**src/rtl/ram_loader.sv**
```systemverilog
// Address/write-control front end for the 16-byte RAM: CPU passthrough with MAR
// in run mode, sequential byte loader over a valid/ready handshake in program mode.
module ram_loader #(
  parameter int unsigned RAM_INPUT_ADDR = 4,
  parameter int unsigned RAM_SIZE       = 16
) (
  input  logic                      clk,
  input  logic                      rst_n,
  input  logic                      prog_mode,
  input  logic                      in_valid,
  input  logic [7:0]                in_data,
  output logic                      in_ready,
  input  logic [7:0]                bus_data,
  input  logic                      mar_in,
  input  logic                      cpu_ram_in,
  input  logic                      cpu_ram_out,
  output logic [7:0]                ram_data,
  output logic [RAM_INPUT_ADDR-1:0] ram_address,
  output logic                      ram_in,
  output logic                      ram_out,
  output logic                      load_done,
  output logic [RAM_INPUT_ADDR:0]   bytes_written
);

  localparam int unsigned AW  = RAM_INPUT_ADDR;
  localparam int unsigned CW  = RAM_INPUT_ADDR + 1;

  localparam logic [1:0] ST_RUN   = 2'd0;
  localparam logic [1:0] ST_LOAD  = 2'd1;
  localparam logic [1:0] ST_WRITE = 2'd2;
  localparam logic [1:0] ST_DONE  = 2'd3;

  localparam logic [AW-1:0] PTR_LAST = AW'(RAM_SIZE - 1);

  logic [1:0]    state, state_next;
  logic [AW-1:0] mar, mar_next;
  logic [AW-1:0] ptr, ptr_next;
  logic [7:0]    hold, hold_next;
  logic [CW-1:0] count_next;
  logic          done_next;
  logic          ram_in_c, ram_out_c;

  // State register
  always_ff @(posedge clk or negedge rst_n) begin
    if (!rst_n) state <= ST_RUN;
    else        state <= state_next;
  end

  // Datapath registers
  always_ff @(posedge clk or negedge rst_n) begin
    if (!rst_n) begin
      mar           <= '0;
      ptr           <= '0;
      hold          <= '0;
      bytes_written <= '0;
      load_done     <= 1'b0;
    end else begin
      mar           <= mar_next;
      ptr           <= ptr_next;
      hold          <= hold_next;
      bytes_written <= count_next;
      load_done     <= done_next;
    end
  end

  // Next-state and RAM-side control decode
  always_comb begin
    state_next  = state;
    mar_next    = mar;
    ptr_next    = ptr;
    hold_next   = hold;
    count_next  = bytes_written;
    done_next   = load_done;
    ram_data    = bus_data;
    ram_address = mar;
    ram_in_c    = 1'b0;
    ram_out_c   = 1'b0;
    in_ready    = 1'b0;

    case (state)
      ST_RUN: begin
        ram_in_c  = cpu_ram_in;
        ram_out_c = cpu_ram_out;
        if (mar_in) mar_next = bus_data[AW-1:0];
        if (prog_mode) begin
          state_next = ST_LOAD;
          ptr_next   = '0;
          count_next = '0;
          done_next  = 1'b0;
        end
      end
      ST_LOAD: begin
        in_ready    = 1'b1;
        ram_address = ptr;
        // Abort has priority over an offered byte
        if (!prog_mode) begin
          state_next = ST_RUN;
        end else if (in_valid) begin
          hold_next  = in_data;
          state_next = ST_WRITE;
        end
      end
      ST_WRITE: begin
        ram_in_c    = 1'b1;
        ram_address = ptr;
        ram_data    = hold;
        count_next  = bytes_written + CW'(1);
        if (ptr == PTR_LAST) begin
          state_next = ST_DONE;
          done_next  = 1'b1;
        end else begin
          ptr_next   = ptr + AW'(1);
          state_next = ST_LOAD;
        end
      end
      ST_DONE: begin
        ram_address = ptr;
        ram_data    = hold;
        if (!prog_mode) state_next = ST_RUN;
      end
      default: state_next = ST_RUN;
    endcase
  end

  // RAM strobes are held off for the whole reset assertion
  assign ram_in  = rst_n & ram_in_c;
  assign ram_out = rst_n & ram_out_c;

endmodule

```
**config.mk**
```make
export PLATFORM = sky130hd
export DESIGN_NAME = ram_loader
export DESIGN_NICKNAME = d
export VERILOG_FILES = /design/src/rtl/ram_loader.sv
export SDC_FILE = /design/constraint.sdc
export NUM_CORES = 1
export LEC_CHECK = 0
export ABC_AREA = 1
export ABC_CLOCK_PERIOD_IN_PS = 1200
export BUFFER_PORTS_ARGS = -buffer_cell sky130_fd_sc_hd__buf_2
export CAP_MARGIN = 30
export CORE_AREA = 8 8 62 64
export CTS_CLUSTER_SIZE = 25
export DETAILED_ROUTE_END_ITERATION = 10
export DIE_AREA = 0 0 70 72
export PLACE_DENSITY = 0.79
export SYNTH_ARGS = -nofsm -noshare
export SYNTH_HDL_FRONTEND = slang
export SYNTH_SLANG_ARGS = --single-unit
export TNS_END_PERCENT = 20
```
**constraint.sdc**
```tcl
create_clock -name clk -period 1.2 [get_ports clk]
set_input_delay 0.06 -clock clk [delete_from_list [all_inputs] [get_ports clk]]
set_output_delay 0.06 -clock clk [all_outputs]
set_load 0.02 [all_outputs]
```
After elaboration in Yosys (flattened, before gate mapping)
Cells that the tools add are included.
W data, S select, Z words.

word-level totals
  register bits = 24
  word-level logic and storage cells = 48

cells by class
  add/subtract/negate cells = 2
  equal/unequal tests = 9
  muxes and demuxes = 19
  bitwise logic cells = 2
  reduce and logical (&&, ||, !) cells = 10

operators with widths
  cell                   count
  $mux W4                3
  $reduce_and A3 Y1      4
  $mux W2                5
  $pmux W5 S2            1
  $mux W8                1
  $ne A2 B2 Y1 const B   4
  $pmux W2 S4            1
  $pmux W4 S2            1
  $add A5 B1 Y5 const B  1
  $mux W5                1
  $add A4 B1 Y4 const B  1
  $eq A2 B2 Y1 const B   2
  $eq A4 B4 Y1 const B   1
  $mux W1                4
  $pmux W1 S2            2
  $reduce_and A2 Y1      2
  $ne A3 B3 Y1 const B   1
  $reduce_or A3 Y1       1
  $and A1 B1 Y1          2
  $eq A2 B1 Y1 const B   1
  $logic_not A2 Y1       1
  $reduce_bool A2 Y1     1
  $reduce_or A2 Y1       1

Logic depth before layout (Yosys ltp)
Gate-level depths: netlist of the first run.

  depth after elaboration = 3
  mapped depth = 7
  depth with buffers taken out = 7

Worst setup path before layout of the first run
OpenSTA, ideal clock, no wires.

  kind = flip-flop to output port
  start = reg state[1]
  end = out ram_data[2]
  data arrival time = 1.181 ns
  data required time = 1.140 ns
  path slack = -0.041 ns
  cell stages (with the launch flop) = 4
  path through = dfrtp_1 buf_2 buf_2 o21ai_0

on the way
  cells in the longest elaborated chain, start to end = 3
  elaborated cells between the ends (all ways) = 4
  classes of those cells = eq/ne (2); mux (1); reduce/logical (1)

RTL lines
  what                                 RTL line  source
  from (decl)                          35        logic [1:0] state, state_next;
  from (signal assigned)               46        else state <= state_next;
  $eq A2 B2 Y1                         80        case (state)
  $reduce_or A2 Y1 (no source line) *  --
  $mux W8 *                            80
  to (decl)                            17        output logic [7:0] ram_data,

Every way passes the cells marked *; elsewhere a longest branch is shown, timed or not.

Final worst setup path of the first run
  start = reg state[1]
  end = out ram_address[0]

on the way
  cells in the longest elaborated chain, start to end = 3
  elaborated cells between the ends (all ways) = 5
  classes of those cells = eq/ne (3); mux (1); reduce/logical (1)

RTL lines
  what                                                 RTL line  source
  $eq A2 B2 Y1 / $eq A2 B1 Y1 (equally long branches)  80
  $reduce_or A3 Y1 (no source line) *                  --
  $mux W4 *                                            80
  to (decl)                                            18        output logic [RAM_INPUT_ADDR-1:0] ram_address,

Marks and branches as above.

==> reports/results.tsv, run 1 <==
metric	value	unit
clk_lat worst skew	0.31	ns
TritonCTS Buffers	3	
Final ANT Viol Nets	0	
HP Class	input port to flop	
fmax	0.700	GHz
Synth cell types	19	
final instance area	1900	sq um
die area	5040	sq um
FF-to-FF Start	state[1]	
H-tree levels	1	
DP Area	1550	sq um
initial antenna violation count	0	
post-synthesis register bit count	24	
Vias	1336	
Sink Count	24	
vias in the first global route	1376	
YS warnings	0	
RSZ-0062 raised after global routing	yes	
Starting DRT DRC Count	51	
# rows	20	
area grow syn2layout	51.7	%
status	complete, but fails checks	
Slew @ Worst Pin	0.310	ns
worst path cell trace	nor2_4, mux2_4, buf_6	
largest net degree at the start of global routing	25	
WL/cell	13.7	um
Ports	44	
final worst clock skew	0.00778	ns
# setup viols final	16	
nets	261	
routed wire length	3680	um
total power	4340	uW
Critical-path top delay cell	dfrtp_2	
GR Util All Layers	14.1	%
crit path kind	flop to output pin	
max_cap viols	0	
Residual DRC	0	
Max Root-Sink Buffers	2	
crit path time final	1.43	ns
CTS tree	built	
worst hold slack	0.0488	ns
R2R Setup Slk	-0.01	ns
Syn Nets	191	
Clk pin slew, worst setup/hold paths	0.12	ns
biggest area consumer among synthesized cells	dfrtp_1	
Synth area leaders	dfrtp_1 48%, nand2_1 17%, nand3_1 6.0%	
relative slew slack	79.4	%
first-pass GRT wire length	6050	um
LEAKAGE	0.00102	uW
Hold Startpoint	bus_data[0]	
violated checks	setup timing	
Seq/Total Area, Yosys	48.0	%
clock root buffer	clkbuf_4	
Die X-Extent	70	um
CP Launch Type	flop	
CP max FO	3	
Inserted Diodes	0	
period utilisation layout	119	%
critical path arrival	1.37	ns
Worst R2R End	ptr[3]	
share of layout cells above drive strength 1	37.9	%
Peak VDD IR	1.40	mV
Crit path largest cell delay	0.46	ns
total congestion overflow	0	
post-route worst setup slack	-0.228	ns
core area	2900	sq um
port bufs	43	
Starting Density	43.1	%
PD cells	2290	nW/um^2
Mapped Cells	166	
Die Height	72	um
post-synth top area share	48.0	%
required time of the critical path	1.14	ns
drt pass-1 iters	4	
WHS Path Cells	3	
Reg2Reg Depth	8	
Avg Inst Size Synth	7.54	sq um
post-synthesis cell area	1250	sq um
Slew Limit Fails	0	
Worst Hold Path EP	mar[0]	
final hold violations	0	
dpl hpwl	2380	um
post-DR vias/cell	4.99	
GPL Wtd Cong	0.771	
endpoint type of the worst setup path	output pin	
layout by cell type (no fill, tap or decap), types with 2 or more instances in the layout:
cell	instances
buf_4	13
o21ai_1	12
nand2_4	3
nor2_4	2
clkbuf_4	3
buf_6	13
buf_2	29
dlygate4sd3_1	12
nand2_2	7
inv_2	5
nand2_1	52
dfrtp_2	2
nand3_1	14
dfrtp_1	22
nor2_1	9
o21ai_0	3
o21ai_2	5
inv_1	13
ha_1	2
a21oi_1	4
layout make-up:
cell class	instances	area, sq um
sequential	24	603
timing repair buffer	67	509
inverter	19	73.8
multi-input combinational	121	634
tap	33	41.3
clock buffer	4	36.3
fill	224	1000
cell usage after synthesis, drive strengths merged:
cell   count
nand3     15
mux2       1
ha         2
dfrtp     24
nor2      12
nand2     62
nor3       1
a21oi      4
inv       19
nand4      1
or2        1
buf        2
o22ai      1
o21ai     21
through the flow:
step           instances  setup WS (ns)  TNS (ns)  utilization [%]
2_1_floorplan        166        -0.0412   -0.0824                -
3_3_place_gp         247         0.0474         0             53.4
3_5_place_dp         247       -0.00370  -0.00370             53.4
4_1_cts              268         -0.226     -2.35             63.0
5_1_grt              268         -0.274     -3.40             65.4
6_report             268         -0.228     -2.28             65.4
flip-flops by register name (all words and copies together), names as in the netlist:
register	flops
hold	8
bytes_written	5
mar	4
ptr	4
state	2
load_done	1
report_power, final:
group / switching [uW] / internal (uW)
clock network: 238 / 185
logic: 1430 / 1140
registers: 238 / 1110
worst max-delay path, delay by kind of cell (launching register included):
family / cells / cell delay, ns
flops: 1 / 0.46
simple gates: 1 / 0.15
buf+inv: 1 / 0.13
mux: 1 / 0.32
cells by family after synthesis:
logic type / synth area share (%)
AOI/OAI and AO/OA: 10.8
DFF: 48.0
muxes: 0.900
buffers and inverters: 6.50
adders and majority gates: 2.00
and+or+nand+nor: 31.8
per-layer routing:
layer | wire length [um] | part of all wire (%) | vias up | global-route usage [%]
met5 | 0 | 0 | - | 0
met4 | 53 | 1.4 | 0 | 4.02
met3 | 297 | 8.1 | 6 | 5.59
met2 | 1900 | 52 | 46 | 24.8
met1 | 1430 | 39 | 614 | 15.4
li1 | - | - | 670 | -
timing repair:
item	in CTS	in global routing
hold endpoints to repair	35	0
resized for setup	34	20
hold buffers	12	0
pin swaps	2	2
setup buffers	5	0
endpoints found under the setup margin	16	35
how the worst max path moves through the flow:
stage             start             end  cells after the start
6_report       state[1]  ram_address[0]                      3
5_1_grt        state[1]  ram_address[0]                      3
4_1_cts        state[0]  ram_address[0]                      3
3_5_place_dp   state[0]          mar[0]                      5
3_3_place_gp   state[0]  ram_address[0]                      3
2_1_floorplan  state[1]     ram_data[2]                      3
(Power assumes the default switching activity.)
==> run 2: changes to the inputs <==
--- a/config.mk
+++ b/config.mk
@@ -7,13 +7,13 @@
 export LEC_CHECK = 0
 export ABC_AREA = 1
 export ABC_CLOCK_PERIOD_IN_PS = 1200
-export BUFFER_PORTS_ARGS = -buffer_cell sky130_fd_sc_hd__buf_2
 export CAP_MARGIN = 30
 export CORE_AREA = 8 8 62 64
 export CTS_CLUSTER_SIZE = 25
 export DETAILED_ROUTE_END_ITERATION = 10
 export DIE_AREA = 0 0 70 72
-export PLACE_DENSITY = 0.79
+export DONT_BUFFER_PORTS = 1
+export PLACE_DENSITY = 0.66
 export SYNTH_ARGS = -nofsm -noshare
 export SYNTH_HDL_FRONTEND = slang
 export SYNTH_SLANG_ARGS = --single-unit
==> reports/results.tsv, run 2 (synthesis results as in run 1) <==
metric	value	unit	change
status	complete, but fails checks		unchanged
violated checks	setup timing		unchanged
area grow syn2layout	45.9	%	was 51.7%
largest net degree at the start of global routing	25		unchanged
HP Class	input port to flop		unchanged
# rows	20		unchanged
period utilisation layout	117	%	was 119%
internal power	2340	uW	was 2430 uW
Biggest register	hold		unchanged
port bufs	0		was 43
crit path kind	flop to output pin		unchanged
max reg flops	8		unchanged
post-DR vias/cell	5.15		was 4.99
share of layout cells above drive strength 1	32.4	%	was 37.9%
Worst Hold Path EP	state[0]		was mar[0]
GR Util All Layers	13.1	%	was 14.1%
total congestion overflow	0		unchanged
vias in the first global route	1299		was 1376
Worst R2R End	ptr[3]		unchanged
clock root buffer	clkbuf_4		unchanged
Regs by FF count	hold: 8 flops, bytes_written: 5 flops		unchanged
# setup viols final	16		unchanged
WHS Path Cells	4		was 3
PD cells	2270	nW/um^2	was 2290 nW/um^2
CTS tree	built		unchanged
Starting Density	43.1	%	unchanged
Clk pin slew, worst setup/hold paths	0.13	ns	was 0.12 ns
LEAKAGE	0.000926	uW	was 0.00102 uW
clk_lat worst skew	0.30	ns	was 0.31 ns
max_cap viols	0		unchanged
endpoint type of the worst setup path	output pin		unchanged
switching share of power	43.7	%	was 44.0%
Residual DRC	0		unchanged
TritonCTS Buffers	3		unchanged
commonest cells after routing, fill and taps aside	48 x nand2_1, 22 x dfrtp_1, 21 x buf_4		was 52 x nand2_1, 29 x buf_2, 22 x dfrtp_1
Slew Limit Fails	0		unchanged
post-route worst setup slack	-0.208	ns	was -0.228 ns
CP max FO	8		was 3
CP Launch Type	flop		unchanged
WL/cell	13.8	um	was 13.7 um
Reg2Reg Depth	6		was 8
routed wire length	3400	um	was 3680 um
GPL Wtd Cong	0.800		was 0.771
Core Util, Final	62.9	%	was 65.4%
Die Height	72	um	unchanged
initial antenna violation count	0		unchanged
Seq pwr share	32.1	%	was 31.0%
H-tree levels	1		unchanged
Inserted Diodes	0		unchanged
required time of the critical path	1.14	ns	about the same
Die X-Extent	70	um	unchanged
die area	5040	sq um	unchanged
Final ANT Viol Nets	0		unchanged
Hold Startpoint	prog_mode		was bus_data[0]
nets	239		was 261
Comb power frac	57.8	%	was 59.2%
Sink Count	24		unchanged
core area	2900	sq um	unchanged
Max Root-Sink Buffers	2		unchanged
RSZ-0062 raised after global routing	yes		unchanged
commonest non-fill, non-tap cell in the layout	nand2_1		unchanged
critical path arrival	1.35	ns	was 1.37 ns
Vias	1266		was 1336
final hold violations	0		unchanged
total power	4150	uW	was 4340 uW
FF-to-FF Start	state[0]		was state[1]
Peak VDD IR	1.29	mV	was 1.40 mV
first-pass GRT wire length	5690	um	was 6050 um
R2R Setup Slk	-0.01	ns	about the same
fmax	0.710	GHz	was 0.700 GHz
Starting DRT DRC Count	71		was 51
NetSw	1810	uW	was 1910 uW
Ports	44		unchanged
Slew @ Worst Pin	0.464	ns	was 0.310 ns
dpl hpwl	2370	um	was 2380 um
drt pass-1 iters	4		unchanged
final worst clock skew	0.000598	ns	was 0.00778 ns
Clk pwr share	10.1	%	was 9.8%
relative slew slack	69.0	%	was 79.4%
crit path time final	1.41	ns	was 1.43 ns
[run 2: cell count changes in the layout (fill, tap and decap cells not counted), sizes merged]
cell / before / now
dlygate4sd3: 12 / 15
buf: 55 / 30
[run 2: timing repair]
action                                 in CTS  in global routing
setup endpoints to repair                  18                 37
setup buffers                               5                  0
gates resized for setup                    25                 14
pin swaps                                   4                  3
hold buffers                               15                  0
endpoints found under the hold margin      42                  0
[run 2: per-stage QoR]
step | setup slack, ns | setup TNS (ns) | area [sq um] | hold WS (ns) | cells
global route | -0.302 | -3.82 | 1830 | 0.0472 | 246
detailed placement | -0.0115 | -0.0115 | 1460 | -0.235 | 221
floorplan | -0.0412 | -0.0824 | 1250 | -0.236 | 166
finish | -0.208 | -2.17 | 1830 | 0.0214 | 246
CTS | -0.230 | -2.54 | 1750 | 0.00288 | 245
global placement | 0.0281 | 0 | 1460 | -0.235 | 221
[run 2: critical path, stage by stage, from the launching register on]
cell	delay, ns
dfrtp_2	0.45
nor2_4	0.21
buf_6	0.14
nand2_2	0.03
nor2_1	0.08
buf_4	0.14
[run 2: worst max path at each step]
| stage | to | cells after the start | slack (ns) | start |
|---|---|---|---|---|
| floorplan | ram_data[2] | 3 | -0.04 | state[1] |
| global placement | ptr[0] | 5 | 0.03 | ptr[0] |
| detailed placement | ptr[0] | 5 | -0.01 | ptr[0] |
| CTS | ram_out | 5 | -0.23 | state[0] |
| global route | ram_out | 5 | -0.30 | state[0] |
| finish | ram_out | 5 | -0.21 | state[0] |
[run 2: layer usage]
layer	share of wire, %	wire length [um]	GRT usage (%)
met1	40	1350	14.0
met2	54	1830	25.0
met3	6.0	203	3.68
met4	0.53	18	2.68
met5	0	0	0
[run 2: layout make-up]
| type | count | area [sq um] |
|---|---|---|
| fillers | 254 | 1080 |
| multi-input cells | 121 | 646 |
| flip-flops and latches | 24 | 603 |
| repair buffers | 45 | 425 |
| inverters | 19 | 73.8 |
| well taps | 33 | 41.3 |
| clock buffers | 4 | 36.3 |
[run 2: power groups by stage]
stage               logic (uW)  registers [uW]  clock network, uW
floorplan                 1180            1340                  0
global placement          1840            1340                  0
detailed placement        1880            1350                  0
CTS                       2290            1320                430
global route              2640            1370                454
finish                    2400            1330                418
==> run 3: changes to the inputs <==
--- a/config.mk
+++ b/config.mk
@@ -6,10 +6,10 @@
 export NUM_CORES = 1
 export LEC_CHECK = 0
 export ABC_AREA = 1
-export ABC_CLOCK_PERIOD_IN_PS = 1200
+export ABC_CLOCK_PERIOD_IN_PS = 1400
 export CAP_MARGIN = 30
 export CORE_AREA = 8 8 62 64
-export CTS_CLUSTER_SIZE = 25
+export CTS_CLUSTER_SIZE = 14
 export DETAILED_ROUTE_END_ITERATION = 10
 export DIE_AREA = 0 0 70 72
 export DONT_BUFFER_PORTS = 1
==> constraint.sdc (replaced) <==
create_clock -name clk -period 1.4 [get_ports clk]
set_input_delay 0.07 -clock clk [delete_from_list [all_inputs] [get_ports clk]]
set_output_delay 0.07 -clock clk [all_outputs]
set_load 0.02 [all_outputs]
==> reports/results.tsv, run 3 (synthesis results as in run 1) <==
metric	value	unit	change
Residual DRC	0		unchanged
FF-to-FF Start	state[1]		was state[0]
Starting DRT DRC Count	84		was 71
# setup viols final	4		was 16
dpl hpwl	2300	um	was 2370 um
commonest non-fill, non-tap cell in the layout	nand2_1		unchanged
clk_lat worst skew	0.30	ns	about the same
Biggest register	hold		unchanged
GRT met1 Usage	14.3	%	was 14.0%
HP Class	input port to flop		unchanged
vias in the first global route	1279		was 1299
crit path time final	1.45	ns	
PD cells	1910	nW/um^2	was 2270 nW/um^2
RSZ-0062 raised after global routing	yes		unchanged
port bufs	0		unchanged
R2R Setup Slk	0.09	ns	was -0.01 ns
Core Util, Final	57.3	%	was 62.9%
core area	2900	sq um	unchanged
Sink Count	24		unchanged
crit path from	state[1]		was state[0]
max reg flops	8		unchanged
Buffers & Inverters on Critical Path	2		unchanged
CP endpoint	ram_out		unchanged
status	complete, but fails checks		unchanged
Clk pin slew, worst setup/hold paths	0.12	ns	was 0.13 ns
final worst clock skew	0.000627	ns	was 0.000598 ns
Final ANT Viol Nets	0		unchanged
Regs by FF count	hold: 8 flops, bytes_written: 5 flops		unchanged
first-pass GRT wire length	5460	um	was 5690 um
Ports	44		unchanged
area grow syn2layout	33.0	%	was 45.9%
nets	230		was 239
clock root buffer	clkbuf_4		unchanged
WL/cell	13.5	um	was 13.8 um
worst path cell trace	nor2_4, buf_6, nand2_2, nor2_2, buf_6		was nor2_4, buf_6, nand2_2, nor2_1, buf_4
Worst R2R End	ptr[3]		unchanged
share of layout cells above drive strength 1	22.7	%	was 32.4%
post-route insts no fill	236		was 246
Die X-Extent	70	um	unchanged
LEAKAGE	0.000853	uW	was 0.000926 uW
final hold violations	0		unchanged
critical path arrival	1.38	ns	was 1.35 ns
H-tree levels	1		unchanged
Max Root-Sink Buffers	2		unchanged
max_cap viols	0		unchanged
Slew @ Worst Pin	0.331	ns	was 0.464 ns
required time of the critical path	1.33	ns	was 1.14 ns
Vias	1201		was 1266
commonest cells after routing, fill and taps aside	56 x nand2_1, 22 x dfrtp_1, 18 x buf_4		was 48 x nand2_1, 22 x dfrtp_1, 21 x buf_4
Die Height	72	um	unchanged
worst hold slack	0.0347	ns	was 0.0214 ns
drt pass-1 iters	7		was 4
total congestion overflow	0		unchanged
Crit path depth	5		unchanged
fmax	0.690	GHz	
endpoint type of the worst setup path	output pin		unchanged
routing usage on met2	23.1	%	was 25.0%
period utilisation layout	104	%	
routed wire length	3190	um	was 3400 um
Cells after DPL	212		was 221
Peak VDD IR	1.04	mV	was 1.29 mV
GR Util met3	3.00	%	was 3.68%
TritonCTS Buffers	3		unchanged
relative slew slack	77.8	%	was 69.0%
busiest grt layer	met2		unchanged
Inserted Diodes	0		unchanged
die area	5040	sq um	unchanged
Top delay family on crit path	flip-flops		unchanged
CP max FO	8		unchanged
total negative slack	-0.120	ns	was -2.17 ns
GPL Wtd Cong	0.798		was 0.800
CTS tree	built		unchanged
Critical-path top delay cell	dfrtp_2		unchanged
total power	3180	uW	was 4150 uW
CP Launch Type	flop		unchanged
GR Util All Layers	12.8	%	was 13.1%
post-DR vias/cell	5.09		was 5.15
Starting Density	43.1	%	unchanged
crit path kind	flop to output pin		unchanged
Reg2Reg Depth	8		was 6
CP most frequent cell	buf_6		
violated checks	setup timing		unchanged
Crit path largest cell delay	0.46	ns	was 0.45 ns
post-route worst setup slack	-0.0498	ns	was -0.208 ns
initial antenna violation count	0		unchanged
largest net degree at the start of global routing	25		unchanged
# rows	20		unchanged
Slew Limit Fails	0		unchanged
-- run 3: worst min-delay path, delay by kind of cell --
kind / cells / cell delay [ns]
buf+inv: 1 / 0.02
simple gates: 1 / 0.09
compound gates: 2 / 0.13
-- run 3: area by class of cell --
type,instances,area (sq um)
inverters,19,71.3
multi-input cells,121,591
clock buffers,3,22.5
well taps,33,41.3
fillers,258,1240
repair buffers,36,335
flip-flops and latches,24,603
-- run 3: where the power goes --
group / internal (uW) / switching (uW)
Combinational: 696 / 1060
Sequential: 950 / 178
Clock: 100 / 192
-- run 3: worst min path at each step --
stage                          from                to  slack, ns  cells after the start
after detailed placement      rst_n  bytes_written[4]      -0.22                      0
after floorplan               rst_n  bytes_written[0]      -0.23                      0
after global routing      prog_mode          state[0]       0.04                      4
after global placement        rst_n  bytes_written[4]      -0.22                      0
final                     prog_mode          state[1]       0.03                      4
after CTS                  in_valid           hold[3]       0.01                      4
-- run 3: metrics by stage --
step                setup WS [ns]  cell area (sq um)
global route               -0.133               1660
global placement            0.198               1400
finish                    -0.0498               1660
floorplan                   0.149               1250
detailed placement          0.162               1400
CTS                       -0.0475               1620
-- run 3: metal layers --
metal  vias up  share of wire [%]
met5         -                  0
met4         0               0.47
met3         2                5.0
met2        45                 51
met1       547                 43
li1        607                  -
-- run 3: repair_timing --
| item | 4_1_cts | 5_1_grt |
|---|---|---|
| setup buffers | 5 | 0 |
| gates resized for setup | 7 | 8 |
| setup endpoints to repair | 9 | 11 |
| pin swaps | 1 | 1 |
| endpoints found under the hold margin | 38 | 0 |
| hold buffers | 15 | 0 |
